===== config.mk =====
export PLATFORM = sky130hd
export DESIGN_NAME = uart_tx_cfg
export DESIGN_NICKNAME = d
export VERILOG_FILES = /design/src/rtl/uart_tx_cfg.sv
export SDC_FILE = /design/constraint.sdc
export NUM_CORES = 1
export LEC_CHECK = 0
export ABC_AREA = 1
export BUFFER_PORTS_ARGS = -buffer_cell sky130_fd_sc_hd__buf_2
export CORE_MARGIN = 4
export CORE_UTILIZATION = 45
export CTS_CLUSTER_DIAMETER = 60
export CTS_CLUSTER_SIZE = 14
export DETAILED_ROUTE_END_ITERATION = 7
export HOLD_SLACK_MARGIN = 0.15
export MAX_ROUTING_LAYER = met4
export SLEW_MARGIN = 15
export SYNTH_ARGS = -nofsm -noshare
export SYNTH_HDL_FRONTEND = slang
export SYNTH_SLANG_ARGS = --single-unit

===== constraint.sdc =====
create_clock -name clk -period 2.24 [get_ports clk]
set_input_delay 0.336 -clock clk [delete_from_list [all_inputs] [get_ports clk]]
set_output_delay 0.336 -clock clk [all_outputs]
set_load 0.03 [all_outputs]

===== src/rtl/uart_tx_cfg.sv =====
// Parametrised UART transmitter: NBITS data bits, TICKS oversample ticks per bit, 1 or 2 stop bits.
// Build with UART_TX_PARITY_EN to add the per-frame i_parity select and the PARITY bit.
module uart_tx_cfg #(
  parameter int unsigned NBITS = 8,
  parameter int unsigned TICKS = 16
) (
  input  logic             clk,
  input  logic             rst,
  input  logic             i_baud_rate,
  input  logic             i_tx_start,
  input  logic [NBITS-1:0] i_data,
  input  logic             i_stop2,
`ifdef UART_TX_PARITY_EN
  input  logic [1:0]       i_parity,
`endif
  output logic             o_tx_done,
  output logic             o_tx
);

  localparam int unsigned TW = (TICKS > 1) ? $clog2(TICKS) : 1;
  localparam int unsigned BW = $clog2(NBITS + 1);

  typedef enum logic [2:0] {IDLE, START, DATA, PARITY, STOP} state_e;

  state_e           state_q;
  logic [TW-1:0]    tick_q;
  logic [BW-1:0]    bit_q;
  logic [NBITS-1:0] data_q;
  logic             stop2_q;
  logic             tx_q;
  logic             done_q;
`ifdef UART_TX_PARITY_EN
  logic             par_en_q;
  logic             par_bit_q;
`endif

  assign o_tx      = tx_q;
  assign o_tx_done = done_q;

  always_ff @(posedge clk) begin
    if (!rst) begin
      state_q   <= IDLE;
      tick_q    <= '0;
      bit_q     <= '0;
      data_q    <= '0;
      stop2_q   <= 1'b0;
      tx_q      <= 1'b1;
      done_q    <= 1'b1;
`ifdef UART_TX_PARITY_EN
      par_en_q  <= 1'b0;
      par_bit_q <= 1'b0;
`endif
    end else if (state_q == IDLE) begin
      tx_q   <= 1'b1;
      done_q <= 1'b1;
      if (i_tx_start) begin
        data_q    <= i_data;
        stop2_q   <= i_stop2;
`ifdef UART_TX_PARITY_EN
        // Parity is taken from the value latched here, so the shifting copy is not needed later.
        par_en_q  <= (i_parity == 2'b01) || (i_parity == 2'b10);
        par_bit_q <= (^i_data) ^ (i_parity == 2'b10);
`endif
        tick_q    <= '0;
        bit_q     <= '0;
        state_q   <= START;
        tx_q      <= 1'b0;
        done_q    <= 1'b0;
      end
    end else if (i_baud_rate) begin
      if (tick_q != TW'(TICKS - 1)) begin
        tick_q <= tick_q + TW'(1);
      end else begin
        tick_q <= '0;
        case (state_q)
          START: begin
            state_q <= DATA;
            tx_q    <= data_q[0];
            data_q  <= data_q >> 1;
            bit_q   <= BW'(1);
          end
          DATA: begin
            if (bit_q < BW'(NBITS)) begin
              tx_q   <= data_q[0];
              data_q <= data_q >> 1;
              bit_q  <= bit_q + BW'(1);
            end
`ifdef UART_TX_PARITY_EN
            else if (par_en_q) begin
              state_q <= PARITY;
              tx_q    <= par_bit_q;
            end
`endif
            else begin
              state_q <= STOP;
              tx_q    <= 1'b1;
              bit_q   <= '0;
            end
          end
          PARITY: begin
            state_q <= STOP;
            tx_q    <= 1'b1;
            bit_q   <= '0;
          end
          STOP: begin
            // bit_q counts completed stop bits; a second one is only owed with stop2.
            if (stop2_q && (bit_q == '0)) begin
              bit_q <= BW'(1);
            end else begin
              state_q <= IDLE;
              done_q  <= 1'b1;
              bit_q   <= '0;
            end
          end
          default: begin
            state_q <= IDLE;
            tx_q    <= 1'b1;
            done_q  <= 1'b1;
          end
        endcase
      end
    end
  end

endmodule


* Word-level counts from Yosys, hierarchy flattened
Index checks and enable logic that the tools add are counted.
Storage, ports and cells: word-level logic and storage cells 70, output and inout bits 2, input bits 13, flip-flop bits (word level) 22
Operators by class: eq/ne operators 12, reductions and logical operators 14, mux-type cells 34, add/sub/neg operators 2, $lt $le $gt $ge 1
Operator list (number):
- $mux W8 | 5
- $mux W4 | 8
- $mux W3 | 6
- $pmux W4 S4 | 1
- $pmux W8 S2 | 1
- $pmux W3 S4 | 1
- $mux W1 | 10
- $reduce_and A5 Y1 | 2
- $ne A3 B3 Y1 const B | 3
- $add A4 B1 Y4 const B | 2
- $reduce_and A4 Y1 | 2
- $eq A3 B2 Y1 const B | 2
- $ne A2 B2 Y1 const B | 3
- $reduce_bool A5 Y1 | 1
- $logic_not A4 Y1 | 1
- $lt A4 B4 Y1 const B | 1
- $ne A4 B4 Y1 const B | 1
- $reduce_and A2 Y1 | 2
- $eq A3 B1 Y1 const B | 1
- $eq A3 B3 Y1 const B | 1
- $logic_not A3 Y1 | 1
- $pmux W1 S3 | 1
- $reduce_and A3 Y1 | 1
- $reduce_bool A3 Y1 | 1
- other kinds (5) | 5

* Logic depth before layout (Yosys ltp)
word-level depth 7, depth in mapped cells 11, mapped depth without buffers 11

* Least setup slack after synthesis
No wires, ideal clock.
kind register -> register, start point register state_q[1], end point register state_q[1], cell stages (with the launch flop) 9, required time 2127 ps, arrival time 1156 ps, path buffers 0, library setup time 113 ps, period minus slack after synthesis 1269 ps, slack 971 ps, cell sequence dfxtp_1 nor2_4 nand3_2 nand2_2 nand2_1 nor2_1 nand2_1 nand2_1 nor2_1
On the way: longest elaborated chain between the ends 5, elaborated cells on any way between the ends 15, those cells by class 8 x eq/ne; 4 x mux; 3 x reduce/logical
Ends and longest elaborated chain:
- start: declaration | RTL line 25 | state_e state_q;
- start signal: assignment | RTL line 42 | state_q <= IDLE;
- start signal: assignment | RTL line 66 | state_q <= START;
- start signal: assignment | RTL line 77 | state_q <= DATA;
- $eq A3 B3 Y1, or another cell as far along | RTL line 75 | case (state_q)
- $pmux W3 S4 | RTL line 75
- $mux W3 | RTL line 71 | if (tick_q != TW'(TICKS - 1)) begin
- $mux W3 | RTL line 70 | end else if (i_baud_rate) begin
- $mux W3 | RTL line 53 | end else if (state_q == IDLE) begin
Parallel ways exist; a longest one is shown, timed or not. The select of a mux whose other input is x is not followed. A chain may end at the register's enable or synchronous reset.

* Worst setup path in the final report
start point register state_q[2], end point register bit_q[1]
On the way: longest elaborated chain between the ends 5, elaborated cells on any way between the ends 14, those cells by class 6 x eq/ne; 4 x mux; 4 x reduce/logical
Ends and longest elaborated chain:
- $eq A3 B3 Y1, or another cell as far along | RTL line 75
- $pmux W4 S4 | RTL line 75
- $mux W4 | RTL line 71
- $mux W4 | RTL line 70
- $mux W4 | RTL line 53
- end signal: assignment | RTL line 86 | bit_q <= bit_q + BW'(1);
- end: declaration | RTL line 27 | logic [BW-1:0] bit_q;
Parallel ways exist; a longest one is shown, timed or not. The select of a mux whose other input is x is not followed.

==> results.yml <==
drt:
  wl_um: 2814
  via_count: 1262
  drt_iter0_markers: 66
  drc: 0
  first_pass_iters: 4
  wl_per_cell_um: 11.39
  drtAntennaViolNets: 0
  post_drt_via_cell_ratio: 5.109
synth:
  synth_edf_count: 0
  ys.flop_type: "dfxtp_1"
  synth.net_count: 219
  synth_top_area_cell: "dfxtp_1"
  synthCells: 203
  ys_types: 22
  yosysWarnings: 0
  synth_top_area_frac: 0.3475
  synth-seq-area-share: 0.3475
  netlist_area_um2: 1267
  synth_area_leaders: "dfxtp_1 35%, nand2_1 22%, nand3_1 8.7%"
  avgSynthCellArea_um2: 6.244
  synth_seq_cells: 22
  async_reset_ff_frac: 0
global_route:
  grt_overflow: 0
  antenna_found_initial: 0
  grt.total_usage: 0.1727
  grt_start_max_net_pins: 18
  grt_pass1_wl_um: 4671
  grt_pass1_vias: 1087
run:
  maxCapViolations: 0
layout:
  final_area_um2: 1385
  drive_gt1_frac: 0.1336
  mostFrequentLayoutCells: "73 x nand2_1, 26 x nor2_1, 22 x nand3_1, 22 x dfxtp_1, 20 x inv_1"
  final_common_cell: "nand2_1"
  antenna_cells: 0
  finish.net_count: 235
  syn_to_final_growth_pct: 9.279
  fillCellCount: 295
timing:
  worst_pin_slew_ns: 0.4443
  finalClockSkew_ns: 0.009053
  tns_ns: 0
  setup_violations: 0
  slew_headroom: 0.7038
  hold_viol: 0
  finalCritPeriodShare: 0.7215
  fin_crit_ns: 1.616
  fmax_mhz: 618.8
  rsz0062_at_grt: "false"
  slew_violations: 0
clocking:
  cts_setup_buffers: 0
  path_clk_slew_ns: 0.13
  cts_buffers: 3
  cts_resized: 0
  postCtsHoldBufs: 0
  clock_sinks: 22
  htree_levels: 1
  cts_tree: "done"
  clockBufferDepth: 2
  clock-root-buffer: "clkbuf_4"
  clkLatencyLatePin_ns: 0.32
setup_path:
  crit_path_start: "state_q[2]"
  cp_common_cell: "nand2_1"
  start_kind: "register"
  crit_arrival_ns: 1.85
  r2r_start: "state_q[2]"
  required_ns: 2.48
  max_stage_delay_ns: 0.44
  cp_num_buf_inv: 1
  crit_path_end_kind: "register"
  crit_family: "simple AND/OR/NAND/NOR gates"
  worstSetupPathType: "reg -> reg"
  cp_max_fo: 17
  crit_chain: "inv_1, nand2_4, nand2_1, nand2_2, nand2_1, nor2_1, nand2_1, nand2_1, nor2_1"
  crit_path_top_delay_cell: "dfxtp_1"
floorplan:
  core-area_um2: 2590
  design.die.area_um2: 3730
  initial_core_util: 0.4894
  die_w_um: 61.07
  ios: 15
  die-height_um: 61.07
  num_rows: 18
power:
  max-vdd-ir-drop_mv: 0.7030
  leakage_nw: 0.6800
  p_per_area_nw_per_um2: 1363
placement:
  gp_congestion: 0.8571
  place_area_um2: 1363
  dp_hpwl_um: 2125
  numPortBuffers: 14
hold_path:
  min_from: "i_data[7]"
  hp-class: "in -> reg"
run_status:
  status: "finished clean"
metal layers:
| layer | routed length, um | up-vias | track usage |
|---|---|---|---|
| met5 | 0 | - | - |
| met4 | 46 | 0 | 0.06502 |
| met3 | 107 | 6 | 0.02516 |
| met2 | 1258 | 23 | 0.2583 |
| met1 | 1401 | 565 | 0.2349 |
| li1 | - | 668 | - |
tightest hold or removal path, cell delays in order:
cell	delay [ns]
buf_2	0.09
nand3_1	0.06
a21oi_1	0.06
flip-flops by register name (all words and copies together), names as in the netlist:
signal,flops
bit_q,4
data_q,8
o_tx,1
o_tx_done,1
state_q,3
stop2_q,1
tick_q,4
cells in the mapped netlist (2+ instances only):
| master | n |
|---|---|
| nand2_1 | 73 |
| nand4_1 | 2 |
| clkbuf_1 | 2 |
| nor3_1 | 3 |
| nand3_1 | 22 |
| nand3_2 | 2 |
| nand2_2 | 4 |
| dfxtp_1 | 22 |
| a21oi_1 | 13 |
| inv_1 | 20 |
| o21ai_0 | 2 |
| nor2_1 | 26 |
| ha_1 | 3 |
stage by stage:
step / hold WS (ns) / setup slack [ns] / utilization / std cells / total power [mW]
6_report: 0.2764 / 0.6239 / 0.5348 / 247 / 1.887
5_1_grt: 0.2971 / 0.4413 / 0.5348 / 247 / 2.081
4_1_cts: 0.2827 / 0.6308 / 0.5348 / 247 / 1.893
3_5_place_dp: 0.4455 / 0.6486 / 0.5261 / 244 / 1.709
3_3_place_gp: 0.4354 / 0.6164 / 0.5261 / 244 / 1.702
2_1_floorplan: 0.4411 / 0.9711 / - / 203 / 1.480
worst paths after layout:
path	slack, ns	depth (start not counted)	to
setup / recovery	0.62	9	bit_q[1]
hold / removal	0.28	3	data_q[7]
setup reg to reg	0.62	9	bit_q[1]
hold reg to reg	0.47	2	o_tx_done
report_power, final:
part	switching [mW]	internal (mW)	leakage, nW
logic	0.772	0.342	0.486
registers	0.0843	0.499	0.180
clock network	0.127	0.0632	0.0138
total	0.983	0.905	0.680
final cells by class:
type                       instances  area (um2)  area share
tap                               30       37.54     0.02710
inverter                          22       82.58     0.05962
multi-input combinational        156       732.0      0.5285
sequential                        22       440.4      0.3180
clock buffer                       3       22.52     0.01626
timing repair buffer              14       70.07     0.05059
kinds of logic (layout without fill, tap and decap cells):
| logic type | count (synthesis) | count (layout) | synth area share |
|---|---|---|---|
| simple gates | 137 | 137 | 0.4817 |
| buf+inv | 25 | 39 | 0.07502 |
| flops | 22 | 22 | 0.3475 |
| compound gates | 16 | 16 | 0.06614 |
| fa+ha+maj | 3 | 3 | 0.02962 |
No activity file was read; power rests on OpenSTA's default activity.
